--- src/rtl/uart_pkg.sv ---
// Shared UART definitions: receiver state encoding, oversampling constants
// and the 2-of-3 majority vote used for mid-bit sampling.
package uart_pkg;

  typedef enum logic [1:0] {
    IDLE,
    START,
    DATA,
    STOP
  } uart_rx_state_t;

  localparam int OVERSAMPLE = 16;
  localparam int SAMPLE_A   = 7;
  localparam int SAMPLE_B   = 8;
  localparam int SAMPLE_C   = 9;
  localparam int CNT_LAST   = 15;

  function automatic logic maj3(input logic a, input logic b, input logic c);
    return (a & b) | (a & c) | (b & c);
  endfunction

endpackage

--- src/rtl/uart_rx_sync.sv ---
// Two-flop synchroniser for an asynchronous serial input; both flops reset
// to RESET_VAL so an idle-high line does not look like a start edge.
module uart_rx_sync #(
  parameter logic RESET_VAL = 1'b1
) (
  input  logic clk,
  input  logic reset,
  input  logic d_i,
  output logic q_o
);

  logic meta_q;
  logic sync_q;

  // NOTE: sequential state uses non-blocking assignments so both flops
  // sample their inputs from the same edge and the chain really is two deep.
  always_ff @(posedge clk or posedge reset) begin
    if (reset) begin
      meta_q <= RESET_VAL;
      sync_q <= RESET_VAL;
    end else begin
      meta_q <= d_i;
      sync_q <= meta_q;
    end
  end

  assign q_o = sync_q;

endmodule

--- src/rtl/uart_rx_core.sv ---
// 16x-oversampled UART receiver with a single-byte holding register,
// valid/ack handshake, framing-error and sticky overrun reporting.
module uart_rx_core #(
  parameter int         OVERSAMPLE = 16,
  parameter logic [7:0] RESET_DATA = 8'hFF
) (
  input  logic       clk,
  input  logic       reset,
  input  logic       baud_tick,
  input  logic       rx_en,
  input  logic       rxd,
  input  logic       rx_ack,
  output logic [7:0] rx_data,
  output logic       rx_valid,
  output logic       frame_err,
  output logic       overrun,
  output logic       busy
);

  import uart_pkg::*;

  localparam int CNT_W = $clog2(OVERSAMPLE);

  localparam logic [CNT_W-1:0] CNT_A    = CNT_W'(SAMPLE_A);
  localparam logic [CNT_W-1:0] CNT_B    = CNT_W'(SAMPLE_B);
  localparam logic [CNT_W-1:0] CNT_C    = CNT_W'(SAMPLE_C);
  localparam logic [CNT_W-1:0] CNT_END  = CNT_W'(CNT_LAST);
  localparam logic [CNT_W-1:0] CNT_ONE  = CNT_W'(1);

  uart_rx_state_t   state_q;
  logic [CNT_W-1:0] cnt_q;
  logic [2:0]       bi_q;
  logic [7:0]       sh_q;
  logic             samp_a_q;
  logic             samp_b_q;

  logic [7:0]       data_q;
  logic             valid_q;
  logic             ferr_q;
  logic             ovr_q;

  logic             rxs;
  logic             maj_d;
  logic             commit_d;

  uart_rx_sync #(
    .RESET_VAL(1'b1)
  ) u_sync (
    .clk  (clk),
    .reset(reset),
    .d_i  (rxd),
    .q_o  (rxs)
  );

  // The vote completes on the cnt=9 tick using the live sample as the third.
  assign maj_d    = maj3(samp_a_q, samp_b_q, rxs);
  assign commit_d = rx_en && baud_tick && (state_q == STOP) && (cnt_q == CNT_C);

  always_ff @(posedge clk or posedge reset) begin
    if (reset) begin
      state_q  <= IDLE;
      cnt_q    <= '0;
      bi_q     <= '0;
      sh_q     <= '0;
      samp_a_q <= 1'b1;
      samp_b_q <= 1'b1;
    end else if (!rx_en) begin
      state_q <= IDLE;
      cnt_q   <= '0;
      bi_q    <= '0;
    end else if (baud_tick) begin
      if (cnt_q == CNT_A) samp_a_q <= rxs;
      if (cnt_q == CNT_B) samp_b_q <= rxs;
      unique case (state_q)
        IDLE: begin
          if (!rxs) begin
            state_q <= START;
            cnt_q   <= CNT_ONE;
          end
        end
        START: begin
          cnt_q <= cnt_q + CNT_ONE;
          if (cnt_q == CNT_C && maj_d) begin
            state_q <= IDLE;
            cnt_q   <= '0;
          end else if (cnt_q == CNT_END) begin
            state_q <= DATA;
            bi_q    <= '0;
          end
        end
        DATA: begin
          cnt_q <= cnt_q + CNT_ONE;
          if (cnt_q == CNT_C) sh_q <= {maj_d, sh_q[7:1]};
          if (cnt_q == CNT_END) begin
            if (bi_q == 3'd7) state_q <= STOP;
            else              bi_q    <= bi_q + 3'd1;
          end
        end
        STOP: begin
          cnt_q <= cnt_q + CNT_ONE;
          if (cnt_q == CNT_C) begin
            state_q <= IDLE;
            cnt_q   <= '0;
          end
        end
        default: state_q <= IDLE;
      endcase
    end
  end

  always_ff @(posedge clk or posedge reset) begin
    if (reset) begin
      data_q  <= RESET_DATA;
      valid_q <= 1'b0;
      ferr_q  <= 1'b0;
      ovr_q   <= 1'b0;
    end else if (commit_d) begin
      if (!valid_q || rx_ack) begin
        data_q  <= sh_q;
        valid_q <= 1'b1;
        ferr_q  <= ~maj_d;
      end else begin
        ovr_q <= 1'b1;
      end
    end else if (rx_ack) begin
      valid_q <= 1'b0;
      ovr_q   <= 1'b0;
    end
  end

  assign rx_data   = data_q;
  assign rx_valid  = valid_q;
  assign frame_err = ferr_q;
  assign overrun   = ovr_q;
  assign busy      = (state_q != IDLE);

endmodule

--- config.mk ---
export PLATFORM = sky130hd
export DESIGN_NAME = uart_rx_core
export DESIGN_NICKNAME = d
export VERILOG_FILES = /design/src/rtl/uart_pkg.sv /design/src/rtl/uart_rx_sync.sv /design/src/rtl/uart_rx_core.sv
export SDC_FILE = /design/constraint.sdc
export NUM_CORES = 1
export LEC_CHECK = 0
export ABC_CLOCK_PERIOD_IN_PS = 1600
export BUFFER_PORTS_ARGS = -buffer_cell sky130_fd_sc_hd__buf_2
export CAP_MARGIN = 20
export CORE_UTILIZATION = 45
export DETAILED_ROUTE_END_ITERATION = 10
export GPL_TIMING_DRIVEN = 0
export PLACE_DENSITY = 0.66
export SETUP_SLACK_MARGIN = 0.15
export SYNTH_ARGS = -nofsm -noshare
export SYNTH_HDL_FRONTEND = slang
export SYNTH_SLANG_ARGS = --single-unit
--- constraint.sdc ---
create_clock -name clk -period 1.6 [get_ports clk]
set_input_delay 0 -clock clk [delete_from_list [all_inputs] [get_ports clk]]
set_output_delay 0 -clock clk [all_outputs]
set_load 0.02 [all_outputs]
### Word level (Yosys, flattened, before mapping)

Cells that the tools add are included.

* $add $sub $neg: 2
* multipliers: 0
* divide/modulo/power cells: 0
* magnitude comparators: 0
* equal/unequal tests: 20
* shift-type cells: 0
* muxes and demuxes: 27
* bitwise operators: 6
* reductions and logical operators: 18

Operator list (count)
* $mux W4: 5
* $mux W3: 6
* $ne A3 B3 Y1 const B: 6
* $mux W2: 8
* $pmux W4 S4: 1
* $eq A4 B4 Y1 const B: 3
* $reduce_and A6 Y1: 2
* $pmux W2 S4: 1
* $reduce_and A2 Y1: 4
* $pmux W3 S2: 1
* $reduce_and A3 Y1: 2
* $mux W1: 5
* $add A4 B1 Y4 const B: 1
* $eq A2 B2 Y1 const B: 2
* $eq A4 B3 Y1 const B: 1
* $logic_and A1 B1 Y1: 4
* $ne A2 B2 Y1 const B: 2
* $ne A4 B4 Y1 const B: 1
* $reduce_and A4 Y1: 1
* $reduce_bool A2 Y1: 2
* $add A3 B1 Y3 const B: 1
* $and A1 B1 Y1: 3
* $eq A3 B3 Y1 const B: 1
* $ne A3 B1 Y1 const B: 1
* other kinds (8): 9

* flip-flop bits (word level): 32
* bits in latches: 0
* bits in writable memories: 0
* memory bits (read-only): 0
* bits of input ports: 6
* output and inout port bits: 12
* logic and storage cells: 85
* memories kept: 0

### Longest topological paths before layout

Gate-level depths: netlist of the first run.

* depth after elaboration: 8
* depth in mapped cells: 7
* gate-level depth less buffers: 6

### Modules after synthesis

Synthesis of the first run repeated with hierarchy kept, for this count alone.

* cells, all modules: 136
* area, all modules: 1542.7 sq um

By module, submodules not included
* uart_rx_core: instances 1, cells each 133, area each 1486.4 sq um, seq. area each 763.2 sq um
* uart_rx_sync: instances 1, cells each 3, area each 56.3 sq um, seq. area each 52.6 sq um

### Least setup slack after synthesis of the first run

Ideal clock, no wire load.

* path kind: register to register
* start point: register cnt_q[1]
* end point: register data_q[0], in the netlist rx_data[0]
* setup time: 0.082 ns
* arrival time: 1.519 ns
* data required time: 1.518 ns
* slack: -0.001 ns
* stages on the path, launching flop included: 8
* buffers on the path: 1
* clock period less this slack: 1.601 ns
* cells stage by stage: dfrtp_1 > inv_1 > ha_1 > and4b_4 > nand3_4 > nor2b_4 > buf_12 > mux2_4

* cells in the longest elaborated chain, start to end: 3

Ends and longest elaborated chain
* start, declared: RTL line uart_rx_core.sv:31 `logic [CNT_W-1:0] cnt_q;`
* start signal, assigned: RTL line uart_rx_core.sv:82 `cnt_q <= cnt_q + CNT_ONE;`
* start signal, assigned: RTL line uart_rx_core.sv:92 `cnt_q <= cnt_q + CNT_ONE;`
* start signal, assigned: RTL line uart_rx_core.sv:100 `cnt_q <= cnt_q + CNT_ONE;`
* $eq A4 B4 Y1: RTL line uart_rx_core.sv:57 `assign commit_d = rx_en && baud_tick && (state_q == STOP) && (cnt_q == CNT_C);`
* $logic_and A1 B1 Y1: RTL line uart_rx_core.sv:57
* $reduce_and A2 Y1 (no line)
* end signal, assigned: RTL line uart_rx_core.sv:119 `data_q <= sh_q;`
* end, declared: RTL line uart_rx_core.sv:37 `logic [7:0] data_q;`

No other way between the ends.
A chain may end at the register's enable or synchronous reset.

### Worst setup path in the final report of the first run

* start point: register cnt_q[0]
* end point: register cnt_q[0]

* cells in the longest elaborated chain, start to end: 6
* elaborated cells between the ends (all ways): 8
* those cells by class: 1 x add/sub; 1 x eq/ne; 5 x mux; 1 x reduce/logical

Ends and longest elaborated chain
* parallel branches: the longest is 3 deep, another holds $add A4 B1 Y4
* $pmux W4 S4 (*): RTL line uart_rx_core.sv:74 `unique case (state_q)`
* $mux W4 (*): RTL line uart_rx_core.sv:71 `end else if (baud_tick) begin`
* $mux W4 (*): RTL line uart_rx_core.sv:67 `end else if (!rx_en) begin`

Mark *: on every way between the ends. The select of a mux whose other input is x is not followed.

==> metrics.txt, run 1 <==
Leakage=0.00102 uW; CTS sink cnt=32; Ports=18; P per Cell Area=738 mW/mm^2; clock tree buffer depth=2; max cap viols=0; Vias=1150; hold depth=4; dpl cells=185; antenna viol nets, final=0; Slew Viols, Final=0; violated checks=setup timing; Yosys top cell area share=0.314; H-tree depth=2; Worst setup SP type=flop; Min Clock Period, post-route=1.74 ns; area delta synth->final=42.0%; final WL=3350 um; Die H=61.5 um; initial antenna violation count=0; crit end category=flop; n_diodes=0; Cells after Synth=121; Worst Hold Class=primary input to flop; die area=0.00378 sq mm; Final Non-Filler Cells=219; clock latency on the worst-skew pair=0.35 ns; Tightest Pin Transition=0.381 ns; fraction of layout cells with a size suffix above 1=0.647; maximum vdd drop=0.595 mV; worst reg-to-reg path cell count=6; fillers=approximately 270; TritonCTS clock tree=yes; Slew HR=0.745; total CTS buffers=5; vias per cell=5.25; Setup Skew=0.00974 ns; yosys warns=0; CP required=1.85 ns; Final Hold Viols=0; outcome=complete, but fails checks; pin count of the biggest net entering global routing=26; Core Area=0.00336 sq mm; DP Wirelength=between 1500 and 2000 um; mapped cell area=0.00159 sq mm; register area share after synthesis=0.512; root buf cell=clkbuf_4; commonest non-fill, non-tap cell in the layout=buf_2; Synth area leader=dfrtp_1; Max Clock Freq=576 MHz; Synth Net Count=132; Worst Slack Setup Final=-0.135 ns; Avg Cell Area, Syn=between 10 and 15 sq um; Reg area=about 820 sq um; GRT Total Usage=0.192; Die Wd=61.5 um; critical-path maximum fanout=4; post-layout net count=between 150 and 200; Initial Utilization=0.474; DRC=0; vias in the first global route=1090; Yosys cell types=43; Initial DRC Count=59; Rows=21; Fin Hold WS=0.0243 ns; first-pass GRT wire length=5030 um; drt pass-1 iters=4; Worst-path clk slew=0.11 ns; period utilization=1.08; GP Congestion=0.797; dominant cells by area after synthesis=dfrtp_1 31%, dfstp_2 20%, mux2_4 7.5%; GRT overflow=0; setup violators final=25; Multi-input gate area=a little under 900 sq um; wire per inst=15.3 um; RSZ-0062 raised after global routing=yes; most frequent cells in the layout=18 x buf_2, 17 x mux2_4, 17 x dfrtp_1, 17 x buf_4, 12 x dfstp_2; crit path kind=flop to flop; FF+latch count, synth=32; Port Buf Inserts=17; CP Data Arrival Time=1.99 ns
## report_power, final
part	internal (uW)	switching (uW)
registers	823	12.9
clock network	326	302
logic	104	103
## worst max-delay path, stage by stage (launching register included)
cell	delay (ns)
dfrtp_2	0.46
ha_4	0.18
buf_6	0.11
and3b_2	0.23
o221a_4	0.28
o211a_1	0.12
a311oi_2	0.25
## worst paths after layout
path	slack, ns	startpoint	endpoint
setup / recovery	-0.14	cnt_q[0]	cnt_q[0]
hold / removal	0.02	baud_tick	state_q[1]
setup reg to reg	-0.14	cnt_q[0]	cnt_q[0]
hold reg to reg	0.36	u_sync.meta_q	u_sync.q_o
max in group asynchronous	0.92	reset	rx_data[5]
min in group asynchronous	0.16	reset	cnt_q[0]
## cell type report
class / count / area share
Clock buffer: 5 / 0.0166
Timing Repair Buffer: 44 / 0.158
Sequential cell: 32 / 0.362
Clock inverter: 3 / 0.0188
Multi-Input combinational cell: 80 / 0.391
Tap cell: 46 / 0.0254
Buffer: 3 / 0.0177
Inverter: 6 / 0.00995
## routing by layer
metal | vias to the layer above | part of all wire | global-route usage
met3 | 10 | 0.038 | 0.0588
li1 | 549 | - | -
met4 | 0 | 0.022 | 0.114
met1 | 569 | 0.46 | 0.234
met5 | - | 0 | 0
met2 | 22 | 0.48 | 0.300
## synth_stat cells, drive strengths merged
master,n
a22o,3
and4b,1
and2,2
nand3,2
o31ai,1
a21o,1
dfstp,12
and3,1
nor2b,2
a31oi,2
o221a,1
nor2,4
a311oi,4
or2,1
and3b,1
mux2i,1
xnor2,1
nand2,10
a21oi,3
o211a,1
inv,6
o2bb2ai,1
o22ai,1
a32oi,1
ha,5
nand2b,2
dfrtp,20
mux2,18
nand4b,1
o2111a,1
or2b,1
o21ai,2
nor3,2
o22a,1
buf,3
a311o,1
maj3,1
## cell families (layout without fill, tap and decap cells)
| logic type | after synthesis | after routing | share of synthesized area |
|---|---|---|---|
| DFF | 32 | 32 | 0.512 |
| and+or+nand+nor | 30 | 30 | 0.123 |
| AOI/OAI and AO/OA | 24 | 24 | 0.128 |
| muxes | 19 | 19 | 0.152 |
| buffers and inverters | 9 | 61 | 0.0330 |
| adders and majority gates | 6 | 6 | 0.0463 |
| xor gates and xnor gates | 1 | 1 | 0.00550 |
## through the flow
step / instance area (sq um) / TNS [ns] / total power (uW) / utilization / setup slack, ns
2_1_floorplan: 1620 / -0.00482 / 927 / - / -0.000603
3_3_place_gp: 1760 / -1.40 / 958 / 0.523 / -0.104
3_5_place_dp: 1790 / -2.10 / 970 / 0.531 / -0.127
4_1_cts: 2180 / -0.870 / 1650 / 0.648 / -0.109
5_1_grt: 2260 / -3.71 / 1740 / 0.673 / -0.212
6_report: 2260 / -2.09 / 1670 / 0.673 / -0.135
## timing repair
| action | CTS | global route |
|---|---|---|
| pin swaps | 17 | 11 |
| resized for setup | 30 | 10 |
| gates cloned | 1 | 0 |
| hold endpoints to repair | 26 | 0 |
| setup endpoints to repair | 26 | 27 |
| setup buffers | 13 | 7 |
| hold buffers | 5 | 0 |
## sequential cells by signal (all words and copies together) (netlist names), 2 cells and up
signal / cells
cnt_q: 4
state_q: 2
sh_q: 8
bi_q: 3
rx_data: 8
(Power assumes the default switching activity.)
==> inputs of run 2 (changes only) <==
--- a/config.mk
+++ b/config.mk
@@ -5,6 +5,7 @@
 export SDC_FILE = /design/constraint.sdc
 export NUM_CORES = 1
 export LEC_CHECK = 0
+export ABC_AREA = 1
 export ABC_CLOCK_PERIOD_IN_PS = 1600
 export BUFFER_PORTS_ARGS = -buffer_cell sky130_fd_sc_hd__buf_2
 export CAP_MARGIN = 20
==> run 2 against run 1 <==
Against the previous run: the flow now finishes without violations; synthesized area grew 6.9%; combinational power grew to 3.3 times the previous value; cell area down 3.5%; flip-flop and latch count is the same; global-route usage fell by 0.78 points; routed wire length grew 2.0%; synthesized cell count is 61% higher; die area up 6.7%; clock power increased by 3%; clock skew down 0.0062 ns; worst hold slack worse by 0.011 ns.
==> metrics.txt, run 2 <==
clock latency on the worst-skew pair=0.29 ns (-0.06 ns); fin util=0.630 (-0.0431); Vias=1387 (+21%); Synth Net Count=206 (+56%); crit end category=flop; drt pass-1 iters=4 (unchanged); GRT Total Usage=0.184 (-0.00777); fillers=301 (+13%); DRC=0 (unchanged); Reg area=817 sq um (-0.31%); area delta synth->final=28.2%; max cap viols=0 (unchanged); crit path kind=flop to flop; root buf cell=clkbuf_8; maximum vdd drop=0.526 mV (-12%); CTS sink cnt=32 (unchanged); initial antenna violation count=0 (unchanged); Tightest Pin Transition=0.569 ns (+0.188 ns); EDFF count, synth=0 (unchanged); Min Clock Period, post-route=1.41 ns (-0.327 ns); most frequent cells in the layout=50 x nand2_1, 23 x inv_1, 19 x dfrtp_1; Setup Skew=0.00350 ns (-0.00624 ns); die area=0.00404 sq mm (+6.7%); Synth area leader=dfrtp_1; Leakage=0.00105 uW (+2.7%); Initial Utilization=0.491 (+0.0174); Slew Viols, Final=0 (unchanged); Most used DFF post-synth=dfrtp_1; Post-Synth Adder-Cell Area=0.0367 (-0.00960); post-synthesis compound-gate area fraction=0.104 (-0.0237); post-layout net count=245 (+34%); outcome=finished clean; clock tree buffer depth=2 (unchanged); final WL=3410 um (+2.0%); WP buf/inv=3 (+2); TritonCTS clock tree=yes; CP Data Arrival Time=1.63 ns (-0.36 ns); FF+latch count, synth=32 (unchanged); max incr delay on CP=0.41 ns (-0.05 ns); Slew HR=0.620 (-0.125); Synth top cells by count=55 x nand2_1, 24 x inv_1, 20 x dfrtp_1; most frequent cell after synthesis=nand2_1; setup_tns=0 ns (+2.09 ns); register area share after synthesis=0.479 (-0.0331); DP Area=0.00187 sq mm (+5.0%); GRT overflow=0 (unchanged); Worst setup SP type=flop; DP Wirelength=2340 um (+19%); hold depth=3 (-1); Worst Hold Class=primary input to flop; Port Buf Inserts=17 (unchanged); first-pass GRT wire length=5820 um (+16%); RSZ-0062 raised after global routing=yes; worst reg-to-reg path cell count=7 (+1); Final Hold Viols=0 (unchanged); setup violators final=0 (-100%); Multi-input gate area=805 sq um (-9.2%); crit-path leading delay family=buffers and inverters; Ports=18 (unchanged); Yosys top cell area share=0.294 (-0.0203); synthesized-area fraction occupied by and/or/nand/nor cells=0.280 (+0.157); Worst-path clk slew=0.06 ns (-0.05 ns); Cells after Synth=195 (+61%); xor/xnor share of the synthesized area=0.0103 (+0.00478); Avg Cell Area, Syn=8.74 sq um (-34%); Yosys cell types=28 (-35%); vias per cell=4.94 (-6.0%); P per Cell Area=1040 mW/mm^2 (+40%); worst-path cell chain=inv_2, ha_4, nand3_4, inv_6, nand4_4, clkbuf_16, o21ai_2; final instance area=0.00218 sq mm (-3.5%); Core Area=0.00347 sq mm (+3.1%); mapped cell area=0.00170 sq mm (+6.9%); Rows=21 (unchanged); wire per inst=12.1 um (-21%); pin count of the biggest net entering global routing=22 (-15%); vias in the first global route=1312 (+20%); H-tree depth=2 (unchanged); slowest CP cell=dfrtp_1; period utilization=0.881 (-0.204); n_diodes=0 (unchanged); total CTS buffers=5 (unchanged); Die H=63.5 um (+3.3%); commonest non-fill, non-tap cell in the layout=nand2_1; Initial DRC Count=78 (+32%); Die Wd=63.5 um (+3.3%); fraction of layout cells with a size suffix above 1=0.413 (-0.235); critical-path maximum fanout=7 (+3); CP Depth=7 (+1); antenna viol nets, final=0 (unchanged); CP required=1.82 ns (-0.03 ns); GP Congestion=0.931 (+17%); Max Clock Freq=710 MHz (+23%); mux share of post-synthesis cell area=0 (-0.152); combinational family with the most area after synthesis=simple AND/OR/NAND/NOR gates; post-synthesis async set-or-reset flop share=1.00 (unchanged); dominant cells by area after synthesis=dfrtp_1 29%, dfstp_2 19%, nand2_1 12%; yosys warns=0 (unchanged)
run 2: cell types whose count changed after synthesis, sizes merged, moves of 3 or more:
cell / delta
nand2: +51
inv: +21
o21ai: +21
mux2: -18
nand3: +18
a311oi: -4
nand4: +4
nor2: +4
a22o: -3
run 2: what timing repair did:
| action | 4_1_cts | 5_1_grt |
|---|---|---|
| buffers inserted | 3 | 8 |
| pin swaps | 0 | 9 |
| setup endpoints to repair | 11 | 26 |
| gates resized for setup | 2 | 24 |
| hold buffers | 2 | 0 |
| hold endpoints to repair | 10 | 0 |
| gates cloned | 0 | 1 |
run 2: cell type report:
type,instances,area share
flip-flops and latches,32,0.374
multi-input cells,130,0.368
repair buffers,32,0.112
inverters,28,0.0504
clock buffers,7,0.0395
plain buffers,5,0.0263
well taps,46,0.0263
clock inverters,1,0.00344
run 2: worst min-delay path, stage by stage:
cell and delay, ns:
buf_2 0.09, nand2_1 0.05, o2bb2ai_1 0.11
run 2: routing by layer:
layer / global-route usage / vias up / wire, um
met5: 0 / - / 0
met3: 0.0562 / 5 / 153
met1: 0.251 / 648 / 1570
met2: 0.282 / 31 / 1650
li1: - / 703 / -
met4: 0.0511 / 0 / 40
run 2: path summary, 6_finish.rpt:
kind	endpoint	start	slack, ns
worst max register to register	rx_data[0]	cnt_q[1]	0.19
worst max-delay path	rx_data[0]	cnt_q[1]	0.19
worst min-delay path	overrun	rx_ack	0.01
min in group asynchronous	state_q[1]	reset	0.31
max in group asynchronous	u_sync.q_o	reset	0.71
worst min register to register	u_sync.q_o	u_sync.meta_q	0.36
run 2: power breakdown:
group / leakage [uW] / switching (uW) / total (uW) / internal [uW]
Combinational: 0.000608 / 427 / 692 / 265
Clock: 0.0000445 / 297 / 646 / 349
Sequential: 0.000394 / 65.8 / 924 / 858
Total: 0.00105 / 790 / 2260 / 1470
run 2: kinds of logic after synthesis:
kind of cell	after synthesis
buffers and inverters	33
and+or+nand+nor	95
xor gates and xnor gates	2
DFF	32
adders and majority gates	5
AOI/OAI and AO/OA	28
run 2: stage by stage:
stage,instances,hold WS (ns),worst slack (ns),power (uW)
detailed placement,259,0.0862,0.114,1510
global placement,258,0.105,0.133,1490
CTS,272,0.0151,0.151,2170
finish,281,0.0130,0.191,2260
floorplan,195,0.00448,0.278,1380
global route,281,0.0262,0.0984,2400
